==> src/rtl/nios2_instr_data_ram_arbiter.sv <==
// Two-master round-robin arbiter in front of the single-port instruction/data RAM.
// Bounded hold-off keeps short bursts intact; read responses are steered back to the issuer.
module nios2_instr_data_ram_arbiter #(
  parameter int unsigned ADDR_W   = 16,
  parameter int unsigned DATA_W   = 32,
  parameter int unsigned MAX_HOLD = 4
) (
  input  logic                clk,
  input  logic                reset_n,
  input  logic                reset_req,
  input  logic [ADDR_W-1:0]   m0_address,
  input  logic [DATA_W/8-1:0] m0_byteenable,
  input  logic                m0_read,
  input  logic                m0_write,
  input  logic [DATA_W-1:0]   m0_writedata,
  output logic                m0_waitrequest,
  output logic [DATA_W-1:0]   m0_readdata,
  output logic                m0_readdatavalid,
  input  logic [ADDR_W-1:0]   m1_address,
  input  logic [DATA_W/8-1:0] m1_byteenable,
  input  logic                m1_read,
  input  logic                m1_write,
  input  logic [DATA_W-1:0]   m1_writedata,
  output logic                m1_waitrequest,
  output logic [DATA_W-1:0]   m1_readdata,
  output logic                m1_readdatavalid,
  output logic [ADDR_W-1:0]   ram_address,
  output logic [DATA_W/8-1:0] ram_byteenable,
  output logic                ram_chipselect,
  output logic                ram_write,
  output logic [DATA_W-1:0]   ram_writedata,
  input  logic [DATA_W-1:0]   ram_readdata
);

  localparam logic [2:0] HOLD_LIMIT = 3'(MAX_HOLD);

  typedef enum logic [1:0] {IDLE, OWN0, OWN1} state_t;

  state_t     state_q, state_d;
  logic       rr_last_q, rr_last_d;
  logic [2:0] hold_cnt_q, hold_cnt_d;
  logic       rd_pend_q, rd_pend_d;
  logic       rd_owner_q, rd_owner_d;
  logic       sel_q, sel_d;

  logic req0, req1;
  logic own, req_own, req_oth;
  logic gnt_any, gnt_id;
  logic sel;

  always_comb begin
    req0       = m0_read | m0_write;
    req1       = m1_read | m1_write;
    state_d    = state_q;
    rr_last_d  = rr_last_q;
    hold_cnt_d = hold_cnt_q;
    gnt_any    = 1'b0;
    gnt_id     = 1'b0;
    own        = (state_q == OWN1);
    req_own    = own ? req1 : req0;
    req_oth    = own ? req0 : req1;

    // Arbitration state is left untouched while a reset request is pending.
    if (reset_n && !reset_req) begin
      unique case (state_q)
        IDLE: begin
          if (req0 && (!req1 || rr_last_q)) begin
            gnt_any    = 1'b1;
            gnt_id     = 1'b0;
            state_d    = OWN0;
            hold_cnt_d = 3'd1;
          end else if (req1) begin
            gnt_any    = 1'b1;
            gnt_id     = 1'b1;
            state_d    = OWN1;
            hold_cnt_d = 3'd1;
          end
        end
        OWN0, OWN1: begin
          if (req_own && (!req_oth || hold_cnt_q < HOLD_LIMIT)) begin
            gnt_any    = 1'b1;
            gnt_id     = own;
            hold_cnt_d = (hold_cnt_q == 3'd7) ? 3'd7 : hold_cnt_q + 3'd1;
          end else begin
            rr_last_d = own;
            if (req_oth) begin
              gnt_any    = 1'b1;
              gnt_id     = ~own;
              state_d    = own ? OWN0 : OWN1;
              hold_cnt_d = 3'd1;
            end else begin
              state_d = IDLE;
            end
          end
        end
        default: state_d = IDLE;
      endcase
    end

    // Mux select holds its last value when idle so the RAM address/data stay stable.
    sel        = gnt_any ? gnt_id : sel_q;
    sel_d      = sel;
    rd_pend_d  = gnt_any & (gnt_id ? (m1_read & ~m1_write) : (m0_read & ~m0_write));
    rd_owner_d = gnt_id;

    ram_address    = sel ? m1_address    : m0_address;
    ram_byteenable = sel ? m1_byteenable : m0_byteenable;
    ram_writedata  = sel ? m1_writedata  : m0_writedata;
    ram_chipselect = gnt_any;
    ram_write      = gnt_any & (gnt_id ? m1_write : m0_write);

    m0_waitrequest   = ~(gnt_any & ~gnt_id);
    m1_waitrequest   = ~(gnt_any & gnt_id);
    m0_readdata      = ram_readdata;
    m1_readdata      = ram_readdata;
    m0_readdatavalid = reset_n & rd_pend_q & ~rd_owner_q;
    m1_readdatavalid = reset_n & rd_pend_q & rd_owner_q;
  end

  always_ff @(posedge clk) begin
    if (!reset_n) begin
      state_q    <= IDLE;
      rr_last_q  <= 1'b1;
      hold_cnt_q <= '0;
      rd_pend_q  <= 1'b0;
      rd_owner_q <= 1'b0;
      sel_q      <= 1'b0;
    end else begin
      state_q    <= state_d;
      rr_last_q  <= rr_last_d;
      hold_cnt_q <= hold_cnt_d;
      rd_pend_q  <= rd_pend_d;
      rd_owner_q <= rd_owner_d;
      sel_q      <= sel_d;
    end
  end

endmodule

==> config.mk <==
export PLATFORM = sky130hd
export DESIGN_NAME = nios2_instr_data_ram_arbiter
export DESIGN_NICKNAME = d
export VERILOG_FILES = /design/src/rtl/nios2_instr_data_ram_arbiter.sv
export SDC_FILE = /design/constraint.sdc
export NUM_CORES = 1
export LEC_CHECK = 0
export ABC_AREA = 1
export BUFFER_PORTS_ARGS = -buffer_cell sky130_fd_sc_hd__buf_2
export CORE_AREA = 2 2 103 105
export CTS_CLUSTER_DIAMETER = 30
export DETAILED_ROUTE_END_ITERATION = 7
export DIE_AREA = 0 0 105 107
export GPL_ROUTABILITY_DRIVEN = 0
export HOLD_SLACK_MARGIN = 0.02
export SLEW_MARGIN = 20
export SYNTH_ARGS = -nofsm -noshare
export SYNTH_HDL_FRONTEND = slang
export SYNTH_SLANG_ARGS = --single-unit
==> constraint.sdc <==
create_clock -name clk -period 1.7 [get_ports clk]
set_input_delay 0.085 -clock clk [delete_from_list [all_inputs] [get_ports clk]]
set_output_delay 0.085 -clock clk [all_outputs]
set_load 0.005 [all_outputs]
# --- After elaboration in Yosys (flattened, before gate mapping) ---
# Index checks and enable logic that the tools add are counted.
word_totals:
  regBits: 9
  latchBits: 0
  ramBits: 0
  romBits: 0
  inputBits: 143
  wordCells: 78
  memories: 0
classes:
  n_addsub: 1
  multipliers: 0
  div: 0
  magnitude_cmp: 1
  n_eq_ne: 6
  n_shift: 0
  muxes: 31
  bitwise: 19
  reduce_logical: 14
ops:
  columns: ["cell", "count"]
  rows:
  - ["two-way mux 32 bit", 1]
  - ["two-way mux 16 bit", 1]
  - ["two-way mux 3 bit", 5]
  - ["two-way mux 1 bit", 14]
  - ["two-way mux 2 bit", 5]
  - ["AND 1 bit", 9]
  - ["NOT 1 bit", 8]
  - ["inequality test 3 bit, second input constant", 2]
  - ["one-hot mux 3 bit (2 select lines)", 1]
  - ["AND reduction 3 bit", 2]
  - ["two-way mux 4 bit", 1]
  - ["one-hot mux 1 bit (2 select lines)", 2]
  - ["one-hot mux 2 bit (2 select lines)", 1]
  - ["AND reduction 4 bit", 1]
  - ["adder 3 x 1 -> 3 bit, second input constant", 1]
  - ["== test 3 bit, second input constant", 1]
  - ["logical AND 1 bit", 3]
  - ["logical NOT 1 bit", 3]
  - ["< comparator 3 bit, second input constant", 1]
  - ["== test 2 x 1 -> 1 bit, second input constant", 1]
  - ["== test 2 bit, second input constant", 1]
  - ["logical NOT 2 bit", 1]
  - ["logical OR 1 bit", 2]
  - ["inequality test 2 bit, second input constant", 1]
  - ["other kinds (3)", 4]

# --- Depth between registers and ports, before layout ---
depth:
  depth_word: 11
  ltp_mapped: 15
  mapped_depth_nobuf: 14

# --- Worst setup path after synthesis ---
# OpenSTA, ideal clock, no wires.
synth_timing:
  path_kind: "flip-flop to output port"
  from: "register state_q[0]"
  to: "output port ram_address[10]"
  t_arrival_ns: 1.616
  required_time_ns: 1.615
  setup_slack_ns: -0.001
  path_stages_with_launch: 15
  path_buffers: 2
  path_cell_list: "dfxtp_1 -> inv_1 -> ha_1 -> inv_1 -> nand2_1 -> nand3_1 -> nand2_1 -> nand2_1 -> nand3_2 -> nand2_1 -> nand2_1 -> buf_6 -> buf_2 -> nand3_1 -> nand2_1"
synth_between:
  elab_chain_len: 10
  word_cells_on_any_way: 20
synth_rtl:
  columns: ["item", "line", "source"]
  rows:
  - ["from (decl)", "39", "state_t state_q, state_d;"]
  - ["from (signal assigned)", "129", "state_q <= state_d;"]
  - ["== test 2 bit (*)", "59", "own = (state_q == OWN1);"]
  - ["via own", "47", "logic own, req_own, req_oth;"]
  - ["two-way mux 1 bit", "61", "req_oth = own ? req0 : req1;"]
  - ["logical NOT 1 bit", "80", "if (req_own && (!req_oth || hold_cnt_q < HOLD_LIMIT)) begin"]
  - ["logical OR 1 bit", "80", null]
  - ["logical AND 1 bit", "80", null]
  - ["two-way mux 1 bit", "80", null]
  - ["one-hot mux 1 bit (2 select lines)", "65", "unique case (state_q)"]
  - ["two-way mux 1 bit", "64", "if (reset_n && !reset_req) begin"]
  - ["two-way mux 1 bit (*)", "101", "sel = gnt_any ? gnt_id : sel_q;"]
  - ["two-way mux 16 bit (*)", "106", "ram_address = sel ? m1_address : m0_address;"]
  - ["to (decl)", "27", "output logic [ADDR_W-1:0] ram_address,"]
# The timed path passes the listed nets; every way through them passes the cells marked *.

# --- Worst setup path in the final report ---
layout_timing:
  from: "register state_q[0]"
  to: "output port ram_address[1]"
# Same word-level chain as after synthesis.

==> qor.csv <==
stage;metric;value;unit
layout;final_util;0.358;
timing;tightest_slew;0.243;ns
clock_tree;cts_buffers;3;
placement;place_hpwl;6.91;mm
yosys;netlist_area;0.00230;mm^2
setup_path;worstPathArrival;2.01;ns
yosys;synthTopCellsByArea;nand3_2 22%, buf_4 22%, nand3_1 14%;
setup_path;required;1.62;ns
setup_path;cp.buffers_inverters;5;
grt;grt_pass1_wl;12.8;mm
placement;dp.cells;593;
power;p_leak;0.00193;uW
timing;min_period;2.09;ns
timing;report.final.hold_viol_count;0;
layout;area_delta_synth_final;56.9;%
detailed_routing;antenna_left;0;
layout;antenna_cells;0;
detailed_routing;num_vias;2810;
setup_path;cpPeakStageDelay;0.34;ns
clock_tree;cts.sinks;9;
grt;grt_max_degree;30;
layout;fin_area;0.00361;mm^2
floorplan;dieArea;0.0112;mm^2
floorplan;core-area;0.0101;mm^2
setup_path;critPathCaptureType;output pin;
setup_path;critical_path_class;flip-flop to output pin;
clock_tree;cts_root_buf;clkbuf_8;
detailed_routing;wl;9.18;mm
yosys;yosysTopAreaCellShare;0.217;
clock_tree;clock_latency;0.23;ns
power;pwr-share-clk;0.141;
yosys;ys_ff_latch;9;
floorplan;num_rows;37;
clock_tree;cts_tree;built;
timing;whs;0.127;ns
yosys;postSynthCellCount;349;
timing;rsz0062_at_grt;yes;
detailed_routing;drc;0;
yosys;syn_avg_cell_area;6.60;um^2
yosys;synth_top_area_cell;nand3_2;
yosys;syn-num-nets;497;
power;switching_power;708;uW
power;p_int;1040;uW
yosys;ys_warn_count;0;
layout;finalNetCount;631;
detailed_routing;wire_per_inst;14.9;um
timing;slew_viol_final;0;
timing;min_period_over_period;1.23;
placement;portBuffers;168;
yosys;synth.distinct_cells;21;
layout;final_cells;618;
setup_path;r2r_slack;-0.25;ns
timing;worst_slack;-0.393;ns
run_status;status;complete, but fails checks;
layout;drive_above_1_share;0.670;
detailed_routing;dr.pass1.iters;4;
grt;grt-ovfl-total;0;
power;netSwitchingFraction;0.406;
setup_path;path_delay_family;simple AND/OR/NAND/NOR gates;
grt;grt_pass1_vias;2647;
power;p_per_area;483;mW/mm^2
run_status;violations;negative setup slack;
timing;max_freq;478;MHz
setup_path;path_cells;inv_4 > ha_4 > inv_2 > nand2_1 > nand2_1 > nand2_2 > nand2_2 > nand2_2 > nand2_4 > buf_4 > nand2_8 > bufbuf_16 > nand3_1 > nand2_1 > buf_2;
layout;n_fill_cell;1111;
detailed_routing;routed_via_density;4.55;
yosys;yosysSeqAreaShare;0.0783;
grt;antenna_found_initial;0;
detailed_routing;first_iter_violations;159;
clock_tree;htreeDepth;1;
floorplan;io_pins;265;
setup_path;slowest_stage;dfxtp_2;
power;p_seq_frac;0.138;
timing;skew;0.00367;ns
power;peakVddDrop;0.371;mV
worst_hold_path;worstHoldPathType;input port to flip-flop;
setup_path;startpoint_type;flip-flop;
floorplan;initial_core_util;0.228;
clock_tree;path_clk_slew;0.05;ns
timing;maxSlewHeadroom;0.837;
clock_tree;cts_buffer_depth;2;
timing;setup_viol;56;
grt;grt_use_total;0.139;
placement;place_area;0.00292;mm^2
job;cap_violations;0;
power;combinationalPowerShare;0.720;
floorplan;die_y;107;um
setup_path;worstPathMaxFanout;8;
floorplan;die_x;105;um
## worst min-delay path: cells and delay by family
family,cells,cell delay [ns]
AO/OA/AOI/OAI,1,0.04
buffers and inverters,2,0.18
## cell usage after synthesis (all sizes together)
library cell,number
ha,5
nor2,10
nor3,2
o21ai,8
nand2,85
clkinv,2
buf,85
a21oi,8
inv,19
dfxtp,9
or2,1
a211oi,1
nand3,114
## metrics by stage
| stage | total power [uW] | setup TNS [ns] | setup WS, ns |
|---|---|---|---|
| 2_1_floorplan | 906 | 0 | 0.00113 |
| 3_3_place_gp | 1230 | -6.50 | -0.172 |
| 3_5_place_dp | 1240 | -8.50 | -0.200 |
| 4_1_cts | 1680 | -19.17 | -0.406 |
| 5_1_grt | 1880 | -26.26 | -0.505 |
| 6_report | 1740 | -19.69 | -0.393 |
## metal layers
layer,global-route usage,share of wire,vias up
met5,0,0,-
met4,0.0419,0.021,0
met3,0.0523,0.091,16
met2,0.249,0.50,169
met1,0.152,0.39,1274
li1,-,-,1351
## area by class of cell
cell class / count / area [um^2] / share of cell area
clock buffers: 4 / 45.0 / 0.0125
inverters: 21 / 87.6 / 0.0242
multi-input cells: 234 / 1590 / 0.440
flip-flops and latches: 9 / 185 / 0.0513
well taps: 136 / 170 / 0.0471
repair buffers: 214 / 1540 / 0.425
## power by group through the flow
| stage | Sequential, uW | Combinational, uW | Clock [uW] |
|---|---|---|---|
| after floorplan | 238 | 667 | 0 |
| after global placement | 239 | 987 | 0 |
| after detailed placement | 240 | 998 | 0 |
| after CTS | 241 | 1180 | 256 |
| after global routing | 242 | 1360 | 277 |
| final | 241 | 1260 | 246 |
## placed cells by master (no fill, tap or decap), drive strengths merged, types with 2 or more instances in the layout
master and instances:
buf 211, nand3 114, nand2 85, inv 19, nor2 10, dfxtp 9
a21oi 8, o21ai 8, clkbuf 6, ha 5, nor3 2, clkinv 2
## path summary, 6_finish.rpt
| check | from | end | cells after the start |
|---|---|---|---|
| setup / recovery | state_q[0]$_SDFFE_PN0P_ | ram_address[1] | 15 |
| hold / removal | reset_n | flip-flop | 3 |
| hold reg to reg | hold_cnt_q[1]$_SDFFE_PN0P_ | hold_cnt_q[1]$_SDFFE_PN0P_ | 2 |
| setup reg to reg | state_q[0]$_SDFFE_PN0P_ | flip-flop | 15 |
## logic make-up after synthesis
logic type,share of synthesized area
AND/OR/NAND/NOR,0.535
buffers and inverters,0.322
AO/OA/AOI/OAI,0.0380
flip-flops,0.0783
adder cells (fa/ha/maj),0.0272
## repair_timing
action / in CTS / in global routing
gates cloned: 6 / 3
buffers inserted: 9 / 7
setup endpoints to repair: 58 / 64
pin swaps: 18 / 30
resized for setup: 36 / 58
hold buffers: 0 / 0
Power figures use the tool's default switching activity.
